--- src/rtl/uncache_store_buffer.sv ---
// Uncached access buffer between the memory stage and the bridge's uncache port.
// Stores are posted into a FIFO; loads wait until every older store has completed.
module uncache_store_buffer #(
    parameter int unsigned DEPTH = 4
) (
    input  logic        clk,
    input  logic        rstn,
    input  logic        cpu_en,
    input  logic [3:0]  cpu_wen,
    input  logic [31:0] cpu_addr,
    input  logic [31:0] cpu_wdata,
    output logic        cpu_stall,
    output logic [31:0] cpu_rdata,
    output logic        cpu_rvalid,
    output logic        uncache_en,
    output logic [3:0]  uncache_wen,
    output logic [31:0] uncache_addr,
    output logic [31:0] uncache_wdata,
    input  logic [31:0] uncache_rdata,
    input  logic        uncache_refresh
);

    localparam int unsigned PTR_W = (DEPTH > 1) ? $clog2(DEPTH) : 1;
    localparam int unsigned CNT_W = PTR_W + 1;

    typedef struct packed {
        logic [3:0]  wen;
        logic [31:0] addr;
        logic [31:0] wdata;
    } req_t;

    typedef enum logic [1:0] {
        S_IDLE,
        S_WR,
        S_RD
    } state_e;

    state_e             state_q, state_d;
    req_t               fifo_q [DEPTH];
    logic [PTR_W-1:0]   wr_ptr_q, rd_ptr_q;
    logic [CNT_W-1:0]   count_q;
    logic               en_q, en_d;
    req_t               req_q, req_d;
    logic [31:0]        rdata_q, rdata_d;
    logic               rvalid_q, rvalid_d;

    logic is_store, is_load, full, empty, push, pop, load_start;

    assign is_store   = cpu_en & (|cpu_wen);
    assign is_load    = cpu_en & ~(|cpu_wen);
    assign full       = (count_q == CNT_W'(DEPTH));
    assign empty      = (count_q == CNT_W'(0));
    assign push       = is_store & ~full;
    assign load_start = is_load & empty & ~rvalid_q & ~push;

    // Stall until a store finds room or a load sees its completion pulse.
    assign cpu_stall  = cpu_en & ~(is_store & ~full) & ~(is_load & rvalid_q);

    assign cpu_rdata     = rdata_q;
    assign cpu_rvalid    = rvalid_q;
    assign uncache_en    = en_q;
    assign uncache_wen   = req_q.wen;
    assign uncache_addr  = req_q.addr;
    assign uncache_wdata = req_q.wdata;

    // Entry storage carries no reset; validity is tracked by count_q.
    always_ff @(posedge clk) begin
        if (push) begin
            fifo_q[wr_ptr_q] <= '{wen: cpu_wen, addr: cpu_addr, wdata: cpu_wdata};
        end
    end

    always_ff @(posedge clk or negedge rstn) begin
        if (!rstn) begin
            wr_ptr_q <= '0;
            rd_ptr_q <= '0;
            count_q  <= '0;
        end else begin
            if (push) begin
                wr_ptr_q <= wr_ptr_q + PTR_W'(1);
            end
            if (pop) begin
                rd_ptr_q <= rd_ptr_q + PTR_W'(1);
            end
            if (push && !pop) begin
                count_q <= count_q + CNT_W'(1);
            end else if (pop && !push) begin
                count_q <= count_q - CNT_W'(1);
            end
        end
    end

    always_ff @(posedge clk or negedge rstn) begin
        if (!rstn) begin
            state_q  <= S_IDLE;
            en_q     <= 1'b0;
            req_q    <= '0;
            rdata_q  <= '0;
            rvalid_q <= 1'b0;
        end else begin
            state_q  <= state_d;
            en_q     <= en_d;
            req_q    <= req_d;
            rdata_q  <= rdata_d;
            rvalid_q <= rvalid_d;
        end
    end

    // Every transaction returns through IDLE, so uncache_en drops for a cycle after refresh.
    always_comb begin
        state_d  = state_q;
        en_d     = en_q;
        req_d    = req_q;
        rdata_d  = rdata_q;
        rvalid_d = 1'b0;
        pop      = 1'b0;
        case (state_q)
            S_IDLE: begin
                if (!empty) begin
                    state_d = S_WR;
                    en_d    = 1'b1;
                    req_d   = fifo_q[rd_ptr_q];
                end else if (load_start) begin
                    state_d = S_RD;
                    en_d    = 1'b1;
                    req_d   = '{wen: 4'b0000, addr: cpu_addr, wdata: 32'h0};
                end
            end
            S_WR: begin
                if (uncache_refresh) begin
                    pop     = 1'b1;
                    en_d    = 1'b0;
                    state_d = S_IDLE;
                end
            end
            S_RD: begin
                if (uncache_refresh) begin
                    rdata_d  = uncache_rdata;
                    rvalid_d = 1'b1;
                    en_d     = 1'b0;
                    state_d  = S_IDLE;
                end
            end
            default: begin
                state_d = S_IDLE;
                en_d    = 1'b0;
            end
        endcase
    end

endmodule
--- config.mk ---
export PLATFORM = sky130hd
export DESIGN_NAME = uncache_store_buffer
export DESIGN_NICKNAME = d
export VERILOG_FILES = /design/src/rtl/uncache_store_buffer.sv
export SDC_FILE = /design/constraint.sdc
export NUM_CORES = 1
export LEC_CHECK = 0
export BUFFER_PORTS_ARGS = -buffer_cell sky130_fd_sc_hd__buf_2
export CORE_AREA = 3 3 177 145
export DETAILED_ROUTE_END_ITERATION = 10
export DIE_AREA = 0 0 180 148
export HOLD_SLACK_MARGIN = 0.02
export PLACE_DENSITY = 0.83
export SETUP_SLACK_MARGIN = 0.4
export SLEW_MARGIN = 20
export SYNTH_ARGS = -nofsm -noshare
export SYNTH_HDL_FRONTEND = slang
export SYNTH_SLANG_ARGS = --single-unit
export TNS_END_PERCENT = 5
--- constraint.sdc ---
create_clock -name clk -period 8.9 [get_ports clk]
set_clock_uncertainty 0.05 [all_clocks]
set_input_delay 0.445 -clock clk [delete_from_list [all_inputs] [get_ports clk]]
set_output_delay 0.445 -clock clk [all_outputs]
set_load 0.05 [all_outputs]
==> flow_summary.toml <==
[run_status]
outcome = "finished clean"

[yosys]
synthArstFlopShare = 0.290
synth_edf_count = 272
synth_compound_area_frac = 0.0513
synth-xor-area-share = 0.00361
ys_seq_elements = 383
ys_types = 31
synth_nets = 854
synth_area_leader_cell = "edfxtp_1"
netlist.area_leader.share = 0.561
syn_area_um2 = 14600
yosys-top-cells-area = "edfxtp_1, dfrtp_1, mux4_2"
seq_area_frac_synth = 0.752
synth_mux_area_frac = 0.132
yosys_warnings = 0
synth.avg_cell_area_um2 = 19.6
synth_top_family_by_area = "multiplexers"
synth_common_cells = "edfxtp_1, dfrtp_1, mux4_2"
synth-simple-area-share = 0.0291
yosysMostFrequentCell = "edfxtp_1"
synthCells = 741
synth_fa_ha_area_frac = 0.00825
synth_flop_cell = "edfxtp_1"

[floorplanning]
pin_count = 207
rows = 51
core-area_um2 = 24100
die_w_um = 180
dieArea_um2 = 26600
die_h_um = 148
start_util = 0.605

[sta]
hold_viol_final = 0
rsz0062_at_grt = "no"
tns_ns = 0
worst_slew_pin_slew_ns = 1.09
fmax_mhz = 382
finalSetupViolCount = 0
period_share = 0.294
period_needed_ns = 2.62
maxSlewViolCount = 0
slew_headroom = 0.275
whs_ns = 0.0990

[clock_network]
clk_latency_ns = 0.51
clkSinkCount = 383
htreeDepth = 2
cts_buffers = 38
clockBufferDepth = 3
clock-root-buffer = "clkbuf_16"
cts_tree = "yes"
clkSlewWorstSetupHoldPaths_ns = 0.06

[route]
via_per_inst = 5.77
ant_nets = 0
vias = 7514
drc = 0
wl_per_cell_um = 22.2
routed_wl_mm = 28.9
drt-initial-drc-count = 600
dr.pass1.iters = 5

[critical_path]
arrival_ns = 2.96
crit_type = "reg2reg"
cp_cell_sequence = "buf_4 -> mux4_2 -> a22o_1"
critPathRequiredTime_ns = 9.24
crit_fanout = 48
critPathBufInv = 1
slowest_delay_ns = 0.85
slowest_stage = "buf_4"
endpoint_kind = "flip-flop"
setup.worst_path.start_class = "flip-flop"
r2r_slack_ns = 6.28
crit_family = "buffers and inverters"

[power_and_ir_drop]
finalPower_uw = 6530
leakage_uw = 0.00673
powerDensity_nw_per_um2 = 381
vdd_drop_max_v = 0.000237

[global_routing]
grt_pass1_vias = 8132
grt_use_total = 0.221
grt_max_degree = 70
grt_overflow = 0
grt_pass1_wl_mm = 45.3
antenna_found_initial = 5

[flow_run]
maxCapViolations = 0

[place]
hpwl_mm = 16.3
place.gp.congestion = 0.762
dp.cells = 1228
portBuffers = 206

[final_layout]
fin_nets = 1065
fin_cells = 1302
drive_gt1_frac = 0.396
area_growth_pct = 17.7

[worst_hold_path]
hp-class = "in2reg"
cells in the final DEF, fill, tap and decap left out, types with 2 or more instances in the layout:
| cell | synthesis | final |
|---|---|---|
| a21oi_1 | 3 | 3 |
| a221oi_1 | 18 | 18 |
| a221oi_2 | 14 | 14 |
| a22o_1 | 37 | 37 |
| and2_4 | 0 | 4 |
| buf_2 | 9 | 205 |
| buf_4 | 0 | 6 |
| bufinv_16 | 0 | 3 |
| clkbuf_1 | 25 | 11 |
| clkbuf_16 | 0 | 41 |
| clkinv_1 | 0 | 7 |
| clkinv_2 | 0 | 5 |
| dfrtp_1 | 111 | 109 |
| dfrtp_4 | 0 | 2 |
| diode_2 | 0 | 2 |
| edfxtp_1 | 272 | 272 |
| ha_1 | 8 | 8 |
| inv_1 | 38 | 38 |
| mux2_2 | 34 | 34 |
| mux4_2 | 68 | 68 |
| nand2_1 | 5 | 5 |
| nor2_1 | 36 | 35 |
| nor2b_1 | 33 | 33 |
| xnor2_1 | 4 | 4 |
| xor2_1 | 2 | 2 |
cells by family (layout without fill, tap and decap cells):
family / after synthesis / in the layout
other: 0 / 2
adders and majority gates: 9 / 9
muxes: 102 / 102
buffers and inverters: 80 / 321
xor gates and xnor gates: 6 / 6
AOI/OAI and AO/OA: 77 / 77
DFF: 383 / 383
and+or+nand+nor: 84 / 84
flip-flops by register name, summed over array words and instances, names as in the netlist, 2 cells and up:
name and flops:
uncache_wen 4, state_q 2, count_q 3, rd_ptr_q 2
uncache_addr 32, cpu_rdata 32, uncache_wdata 32, fifo_q 272
wr_ptr_q 2
metal layers:
metal | share of wire | global-route usage | vias to the layer above
met5 | 0.0013 | 0 | -
met4 | 0.017 | 0.0487 | 6
met1 | 0.39 | 0.284 | 3900
met2 | 0.52 | 0.395 | 236
met3 | 0.067 | 0.0462 | 40
li1 | - | - | 3332
worst paths after layout:
| path | startpoint | endpoint | cells past startpoint |
|---|---|---|---|
| worst max-delay path | rd_ptr_q[0]$_DFFE_PN0P_ | uncache_wen[2]$_DFFE_PN0P_ | 3 |
| worst min-delay path | cpu_wdata[15] | fifo_q[1][15]$_DFFE_PP_ | 1 |
| worst max register to register | rd_ptr_q[0]$_DFFE_PN0P_ | uncache_wen[2]$_DFFE_PN0P_ | 3 |
| worst min register to register | uncache_en$_DFFE_PN0P_ | uncache_en$_DFFE_PN0P_ | 1 |
| max in group asynchronous | rstn | rd_ptr_q[0]$_DFFE_PN0P_ | 3 |
| min in group asynchronous | rstn | uncache_addr[9]$_DFFE_PN0P_ | 2 |
cell type report:
class | count | area (um^2)
diodes | 2 | 5.00
clock buffers | 53 | 1080
clock inverters | 17 | 158
fillers | 1515 | 6930
inverters | 38 | 143
multi-input cells | 278 | 3280
flip-flops and latches | 383 | 11000
well taps | 318 | 398
repair buffers | 213 | 1110
worst reg2reg max path, cell delays in order, from the launching register on:
cell	delay [ns]
dfrtp_4	0.72
buf_4	0.86
mux4_2	0.64
a22o_1	0.24
metrics by stage:
step / utilization / setup slack (ns) / area (um^2)
global placement: 0.659 / 6.01 / 15800
global route: 0.712 / 6.03 / 17100
finish: 0.712 / 6.28 / 17100
detailed placement: 0.659 / 5.91 / 15800
CTS: 0.711 / 6.19 / 17100
floorplan: - / 5.82 / 14600
what timing repair did:
item / 4_1_cts / 5_1_grt
hold endpoints to repair: 58 / 0
buffers inserted: 0 / 0
hold buffers: 1 / 0
resized for setup: 0 / 0
power by group:
part / leakage (uW) / internal (uW) / total (uW) / switching [uW]
clock: 0.000603 / 938 / 1570 / 633
sequential: 0.00385 / 2410 / 2700 / 289
combinational: 0.00228 / 814 / 2260 / 1450
total: 0.00673 / 4160 / 6530 / 2370
(Power assumes the default switching activity.)
